### config.mk
export PLATFORM = sky130hd
export DESIGN_NAME = patch_streamer
export DESIGN_NICKNAME = d
export VERILOG_FILES = /design/src/rtl/patch_pkg.sv /design/src/rtl/patch_band_buffer.sv /design/src/rtl/patch_streamer.sv
export SDC_FILE = /design/constraint.sdc
export NUM_CORES = 2
export LEC_CHECK = 0
export CAP_MARGIN = 20
export CORE_MARGIN = 2
export CORE_UTILIZATION = 55
export CTS_BUF_LIST = sky130_fd_sc_hd__clkbuf_2
export CTS_CLUSTER_DIAMETER = 120
export CTS_CLUSTER_SIZE = 25
export DETAILED_ROUTE_END_ITERATION = 7
export PLACE_DENSITY = 0.74
export SLEW_MARGIN = 20
export SYNTH_ARGS = -nofsm -noshare
export SYNTH_HDL_FRONTEND = slang
export SYNTH_SLANG_ARGS = --single-unit
### constraint.sdc
create_clock -name clk -period 2.8 [get_ports clk]
set_input_delay 0.42 -clock clk [delete_from_list [all_inputs] [get_ports clk]]
set_output_delay 0.42 -clock clk [all_outputs]
set_load 0.02 [all_outputs]
### src/rtl/patch_pkg.sv
// Shared types and constants for the patch streamer.
//   state_e    : FSM encoding (StFill = 2'b00, StEmit = 2'b01), also driven out on the debug port
//   cnt_width  : counter width helper, never narrower than one bit
//   Def*       : default geometry and the constants derived from it
package patch_pkg;

  typedef enum logic [1:0] {
    StFill = 2'b00,
    StEmit = 2'b01
  } state_e;

  function automatic int unsigned cnt_width(input int unsigned n);
    return (n > 1) ? $clog2(n) : 1;
  endfunction

  localparam int unsigned DefChannelSize     = 8;
  localparam int unsigned DefNumChannels     = 3;
  localparam int unsigned DefPatchSize       = 4;
  localparam int unsigned DefImgW            = 16;
  localparam int unsigned DefImgH            = 16;

  localparam int unsigned DefPixelWidth       = DefChannelSize * DefNumChannels;
  localparam int unsigned DefPatchVectorSize  = DefPatchSize * DefPatchSize;
  localparam int unsigned DefNumPatches       = (DefImgW / DefPatchSize) * (DefImgH / DefPatchSize);

  localparam int unsigned DefRowW  = cnt_width(DefPatchSize);
  localparam int unsigned DefColW  = cnt_width(DefImgW);
  localparam int unsigned DefBandW = cnt_width(DefImgH / DefPatchSize);
  localparam int unsigned DefPcW   = cnt_width(DefImgW / DefPatchSize);
  localparam int unsigned DefIdxW  = cnt_width(DefNumPatches);

endpackage

### src/rtl/patch_band_buffer.sv
// Band buffer: PATCH_SIZE rows x IMG_W pixels, no reset (contents are always written before read).
//   clk      : clock
//   we       : write enable for wr_row/wr_col/wr_data
//   rd_pc    : patch column selecting the PATCH_SIZE x PATCH_SIZE window to read
//   rd_patch : combinational window, pixel (r,c) at element r*PATCH_SIZE+c, PIXEL_WIDTH bits each
module patch_band_buffer #(
  parameter int unsigned PIXEL_WIDTH = 24,
  parameter int unsigned PATCH_SIZE  = 4,
  parameter int unsigned IMG_W       = 16,
  parameter int unsigned ROW_W       = 2,
  parameter int unsigned COL_W       = 4,
  parameter int unsigned PC_W        = 2
) (
  input  logic                                      clk,
  input  logic                                      we,
  input  logic [ROW_W-1:0]                          wr_row,
  input  logic [COL_W-1:0]                          wr_col,
  input  logic [PIXEL_WIDTH-1:0]                    wr_data,
  input  logic [PC_W-1:0]                           rd_pc,
  output logic [PATCH_SIZE*PATCH_SIZE*PIXEL_WIDTH-1:0] rd_patch
);

  logic [PIXEL_WIDTH-1:0] mem [PATCH_SIZE][IMG_W];
  logic [COL_W-1:0]       col;

  always_ff @(posedge clk) begin
    if (we) begin
      mem[wr_row][wr_col] <= wr_data;
    end
  end

  always_comb begin
    rd_patch = '0;
    col      = '0;
    for (int r = 0; r < PATCH_SIZE; r++) begin
      for (int c = 0; c < PATCH_SIZE; c++) begin
        col = COL_W'(int'(rd_pc) * PATCH_SIZE + c);
        rd_patch[(r*PATCH_SIZE+c)*PIXEL_WIDTH +: PIXEL_WIDTH] = mem[r][col];
      end
    end
  end

endmodule

### src/rtl/patch_streamer.sv
// Streams a raster in one pixel per cycle, buffers one band of PATCH_SIZE rows and emits each
// PATCH_SIZE x PATCH_SIZE patch of the band as one flattened vector.
//   clk, reset     : clock, synchronous active-high reset
//   cfg_planar     : 0 pixel-interleaved, 1 channel-planar; latched on the first pixel of a frame
//   in_valid/ready : pixel handshake, in_pixel channel ch at [ch*CHANNEL_SIZE +: CHANNEL_SIZE]
//   out_valid/ready: patch handshake carrying out_patch, out_patch_idx and out_last
//   state          : FSM state for debug
module patch_streamer
  import patch_pkg::*;
#(
  parameter int unsigned CHANNEL_SIZE      = DefChannelSize,
  parameter int unsigned NUM_CHANNELS      = DefNumChannels,
  parameter int unsigned PIXEL_WIDTH       = CHANNEL_SIZE * NUM_CHANNELS,
  parameter int unsigned PATCH_SIZE        = DefPatchSize,
  parameter int unsigned IMG_W             = DefImgW,
  parameter int unsigned IMG_H             = DefImgH,
  parameter int unsigned PATCH_VECTOR_SIZE = PATCH_SIZE * PATCH_SIZE,
  parameter int unsigned NUM_PATCHES       = (IMG_W / PATCH_SIZE) * (IMG_H / PATCH_SIZE),
  parameter int unsigned IDX_W             = cnt_width(NUM_PATCHES)
) (
  input  logic                                     clk,
  input  logic                                     reset,
  input  logic                                     cfg_planar,
  input  logic                                     in_valid,
  output logic                                     in_ready,
  input  logic [PIXEL_WIDTH-1:0]                   in_pixel,
  output logic                                     out_valid,
  input  logic                                     out_ready,
  output logic [PATCH_VECTOR_SIZE*PIXEL_WIDTH-1:0] out_patch,
  output logic [IDX_W-1:0]                         out_patch_idx,
  output logic                                     out_last,
  output logic [1:0]                               state
);

  localparam int unsigned NumPc      = IMG_W / PATCH_SIZE;
  localparam int unsigned NumBands   = IMG_H / PATCH_SIZE;
  localparam int unsigned RowW       = cnt_width(PATCH_SIZE);
  localparam int unsigned ColW       = cnt_width(IMG_W);
  localparam int unsigned BandW      = cnt_width(NumBands);
  localparam int unsigned PcW        = cnt_width(NumPc);
  localparam int unsigned PatchBits  = PATCH_VECTOR_SIZE * PIXEL_WIDTH;

  state_e                state_q, state_d;
  logic [RowW-1:0]       row_q;
  logic [ColW-1:0]       col_q;
  logic [BandW-1:0]      band_q;
  logic [PcW-1:0]        pc_q;
  logic                  planar_q;
  logic                  out_valid_q;
  logic [PatchBits-1:0]  out_patch_q;
  logic [IDX_W-1:0]      out_idx_q;
  logic                  out_last_q;

  logic                  accept, load, take;
  logic                  last_pixel, first_pixel, pc_last;
  logic [IDX_W-1:0]      load_idx;
  logic [PatchBits-1:0]  raw_patch, flat_patch;

  assign in_ready    = (state_q == StFill);
  assign accept      = in_valid && in_ready;
  assign take        = out_valid_q && out_ready;
  assign load        = (state_q == StEmit) && (!out_valid_q || out_ready);
  assign last_pixel  = (row_q == RowW'(PATCH_SIZE - 1)) && (col_q == ColW'(IMG_W - 1));
  assign first_pixel = (band_q == '0) && (row_q == '0) && (col_q == '0);
  assign pc_last     = (pc_q == PcW'(NumPc - 1));
  assign load_idx    = IDX_W'(int'(band_q) * NumPc + int'(pc_q));

  patch_band_buffer #(
    .PIXEL_WIDTH (PIXEL_WIDTH),
    .PATCH_SIZE  (PATCH_SIZE),
    .IMG_W       (IMG_W),
    .ROW_W       (RowW),
    .COL_W       (ColW),
    .PC_W        (PcW)
  ) u_band_buffer (
    .clk      (clk),
    .we       (accept),
    .wr_row   (row_q),
    .wr_col   (col_q),
    .wr_data  (in_pixel),
    .rd_pc    (pc_q),
    .rd_patch (raw_patch)
  );

  // Planar mode regroups the interleaved window so each channel forms one contiguous block.
  always_comb begin
    flat_patch = raw_patch;
    if (planar_q) begin
      for (int k = 0; k < PATCH_VECTOR_SIZE; k++) begin
        for (int ch = 0; ch < NUM_CHANNELS; ch++) begin
          flat_patch[(ch*PATCH_VECTOR_SIZE+k)*CHANNEL_SIZE +: CHANNEL_SIZE] =
              raw_patch[k*PIXEL_WIDTH+ch*CHANNEL_SIZE +: CHANNEL_SIZE];
        end
      end
    end
  end

  always_comb begin
    state_d = state_q;
    unique case (state_q)
      StFill: if (accept && last_pixel) state_d = StEmit;
      StEmit: if (load && pc_last) state_d = StFill;
      default: state_d = StFill;
    endcase
  end

  always_ff @(posedge clk) begin
    if (reset) begin
      state_q     <= StFill;
      row_q       <= '0;
      col_q       <= '0;
      band_q      <= '0;
      pc_q        <= '0;
      planar_q    <= 1'b0;
      out_valid_q <= 1'b0;
      out_patch_q <= '0;
      out_idx_q   <= '0;
      out_last_q  <= 1'b0;
    end else begin
      state_q <= state_d;

      if (accept) begin
        if (first_pixel) planar_q <= cfg_planar;
        if (col_q == ColW'(IMG_W - 1)) begin
          col_q <= '0;
          row_q <= (row_q == RowW'(PATCH_SIZE - 1)) ? '0 : row_q + RowW'(1);
        end else begin
          col_q <= col_q + ColW'(1);
        end
        if (last_pixel) pc_q <= '0;
      end

      // Load takes priority over a plain take so a consumed patch is replaced in the same cycle.
      if (load) begin
        out_valid_q <= 1'b1;
        out_patch_q <= flat_patch;
        out_idx_q   <= load_idx;
        out_last_q  <= (load_idx == IDX_W'(NUM_PATCHES - 1));
        pc_q        <= pc_last ? '0 : pc_q + PcW'(1);
        if (pc_last) begin
          band_q <= (band_q == BandW'(NumBands - 1)) ? '0 : band_q + BandW'(1);
        end
      end else if (take) begin
        out_valid_q <= 1'b0;
      end
    end
  end

  assign out_valid     = out_valid_q;
  assign out_patch     = out_patch_q;
  assign out_patch_idx = out_idx_q;
  assign out_last      = out_last_q;
  assign state         = state_q;

endmodule
==> results.md <==
- Synthesized netlist cell count: approximately 5,100
- Max Fanout on Critical Path: 4
- Post-synth EDFFs: 1,536
- Hold Crit Depth: 4
- Core Util, Final: approximately 63%
- Initial core utilization: 55.4%
- Area Overhead vs Synth: 14.5%
- H-tree levels: 3
- Hold Path Class: in2reg
- Vias in the first global route: about 47,000
- Final Hold Viols: 0
- Layout Nets: around 5,700
- Ys flop type: edfxtp_1
- R2R Setup Slk: 150 ps
- Die width: between 300 and 400 µm
- Areal power density over the cells: around 500 nW/µm²
- Max-cap violations: 0
- Max-slew headroom: a little over a fifth
- RD Place Congestion: approximately 0.9
- Main area contributors after synthesis: edfxtp_1, dfxtp_1, mux2i_1
- PortBufs: between 400 and 500
- Total Wirelength: 233,000 µm
- Synth top area share: 60.6%
- Worst-Skew Late Latency: 1710 ps
- CTS max path bufs: 3
- Post-DP HPWL: 153,000 µm
- Seq/Total Area, Yosys: between 70% and 80%
- Worst Skew: 194 ps
- Final Critical Period: roughly 2800 ps
- #FFs+latches synth: slightly below 2,000
- CTS clk-pin slew, worst paths: between 400 and 500 ps
- Tcrit/Tclk final: 99.9%
- VDD IR-drop max: 0.352 mV
- Slew @ Worst Pin: 1170 ps
- P_leak: 0.0280 µW
- Hold Crit Start: in_pixel[7]
- Reg-to-reg startpoint: state[0]
- Violation count after the first detailed-route iteration: 7,753
- Final hold slack: 179 ps
- Total Routing Usage GR: between 30% and 40%
- Fmax: roughly 360 MHz
- Pins over their slew limit: 0
- CP startpoint kind: flip-flop
- Most frequent cells in the layout: edfxtp_1, mux2i_1, a22oi_1, nor2_1, dfxtp_2
- Num CTS Buffers: 88
- Cell taking the most area after synthesis: edfxtp_1
- Final setup vio count: 0
- Layout cells sized above 1: 27.3%
- Chip Height: 376 µm
- CTS tree: yes
- Mean post-synth cell area: 15.0 µm²
- FP Rows: 136
- Synth Warn #: 0
- CP arrival: about 2400 ps
- ANT nets after route: 0
- Largest net degree at the start of global routing: 96
- Core area: about 140,000 µm²
- Setup WS pre-CTS: 238 ps
- RSZ-0062 raised after global routing: true
- FF-to-FF path depth: 6
- First drt pass iteration count: 8
- Sink Count: 1,938
- DRC Markers: 0
- Crit path from: state[0]
- Die Area: 141,000 µm²
- First-pass GRT wire length: 327,000 µm
- Setup CP Type: reg2out
- Fraction of registers with async set/reset: 0%
- GRT Residual Overflow: 0
- Most common cell after layout, fill and taps aside: edfxtp_1
- Via Count: approximately 49,000
- Avg WL per Cell: just over 30 µm
- Initial antenna violation count: 11
- Post-Syn Area: between 70,000 and 80,000 µm²
- Synth unique cells: 37
- Root buffer cell: clkbuf_2
- Critical path capture point type: output port
- Critical Path RT: 2380 ps
- Final worst setup slack: 2.08 ps
- Post-synth net total: 5,105
- Status: complete, no violations
- Top Ports: 422
- DR vias/cell: 6.56
[Yosys cell counts (47+ instances only)]
library cell     n
a221o_1         80
and2_1          62
mux2_2         168
dfxtp_1        402
clkbuf_1       205
edfxtp_1      1536
buf_2           72
a211oi_1       128
buf_4           47
a21oi_1        272
mux2i_1        569
nor3_1         243
a22oi_1        408
o2bb2a_1       112
nor2_1         400
nand2_1         92
o22ai_1         88
[sequential cells by signal (all words and copies together) (netlist names), 2 cells and up]
signal and cells:
out_patch 384, pc_q 2, u_band_buffer.mem 1536, out_patch_idx 4
band_q 2, col_q 4, row_q 2
[path summary, 6_finish.rpt]
check                              endpoint
setup reg to reg                   planar_q
hold reg to reg              out_patch[382]
setup / recovery                   in_ready
hold / removal    u_band_buffer.mem[0][367]
[logic make-up (layout without fill, tap and decap cells)]
kind of cell | count (synthesis) | after routing | synth area share (%)
adders and majority gates | 11 | 11 | 0.181
other | 1 | 6 | 0.00493
buffers and inverters | 397 | 1042 | 2.62
xor gates and xnor gates | 3 | 3 | 0.0345
muxes | 753 | 753 | 10.4
AOI/OAI and AO/OA | 1136 | 1136 | 10.8
and+or+nand+nor | 826 | 826 | 4.76
DFF | 1938 | 1938 | 71.2
[metal layers]
| metal | wire, µm | up-vias | track usage, % | share of wire, % |
|---|---|---|---|---|
| met1 | 87400 | 24600 | 44.3 | 38 |
| met3 | 26200 | 427 | 5.98 | 11 |
| met2 | 109000 | 3375 | 51.0 | 47 |
| met4 | 9850 | 16 | 12.3 | 4.2 |
| li1 | - | 20900 | - | - |
| met5 | 261 | - | 0 | 0.11 |
[worst max-delay path: stages (launching register included)]
cell and delay [ps]:
dfxtp_4 500, inv_4 40, buf_6 120
[timing repair]
| item | 4_1_cts | 5_1_grt |
|---|---|---|
| hold endpoints to repair | 2742 | 17 |
| buffers inserted | 57 | 2 |
| hold buffers | 67 | 1 |
| setup endpoints to repair | 392 | 51 |
| gates resized for setup | 2651 | 3 |
[report_power, final]
group | leakage (µW) | internal (µW) | switching, µW | total [µW]
Sequential | 0.0173 | 31100 | 22.4 | 31100
Clock | 0.000696 | 1540 | 8160 | 9700
Combinational | 0.0101 | 537 | 1480 | 2020
[stage by stage]
stage          total power [µW]  instances  instance area, µm²  TNS, ps
2_1_floorplan             32400       5065               76100        0
3_3_place_gp              33500       7215               84300        0
3_5_place_dp              33600       7215               84300        0
4_1_cts                   42800       7501               87100   -10900
5_1_grt                   43800       7506               87100     -836
6_report                  42800       7509               87100        0
[final cells by class]
type / count / area (µm²)
Clock inverter: 7 / 82.6
Inverter: 8 / 32.5
Timing Repair Buffer: 871 / 9170
Antenna cell: 5 / 12.5
Tap cell: 1794 / 2240
Fill cell: 9960 / 50300
Multi-Input combinational cell: 2730 / 20000
Sequential cell: 1938 / 54800
Clock buffer: 156 / 781
Note: power is estimated with default switching activity, not from simulation.
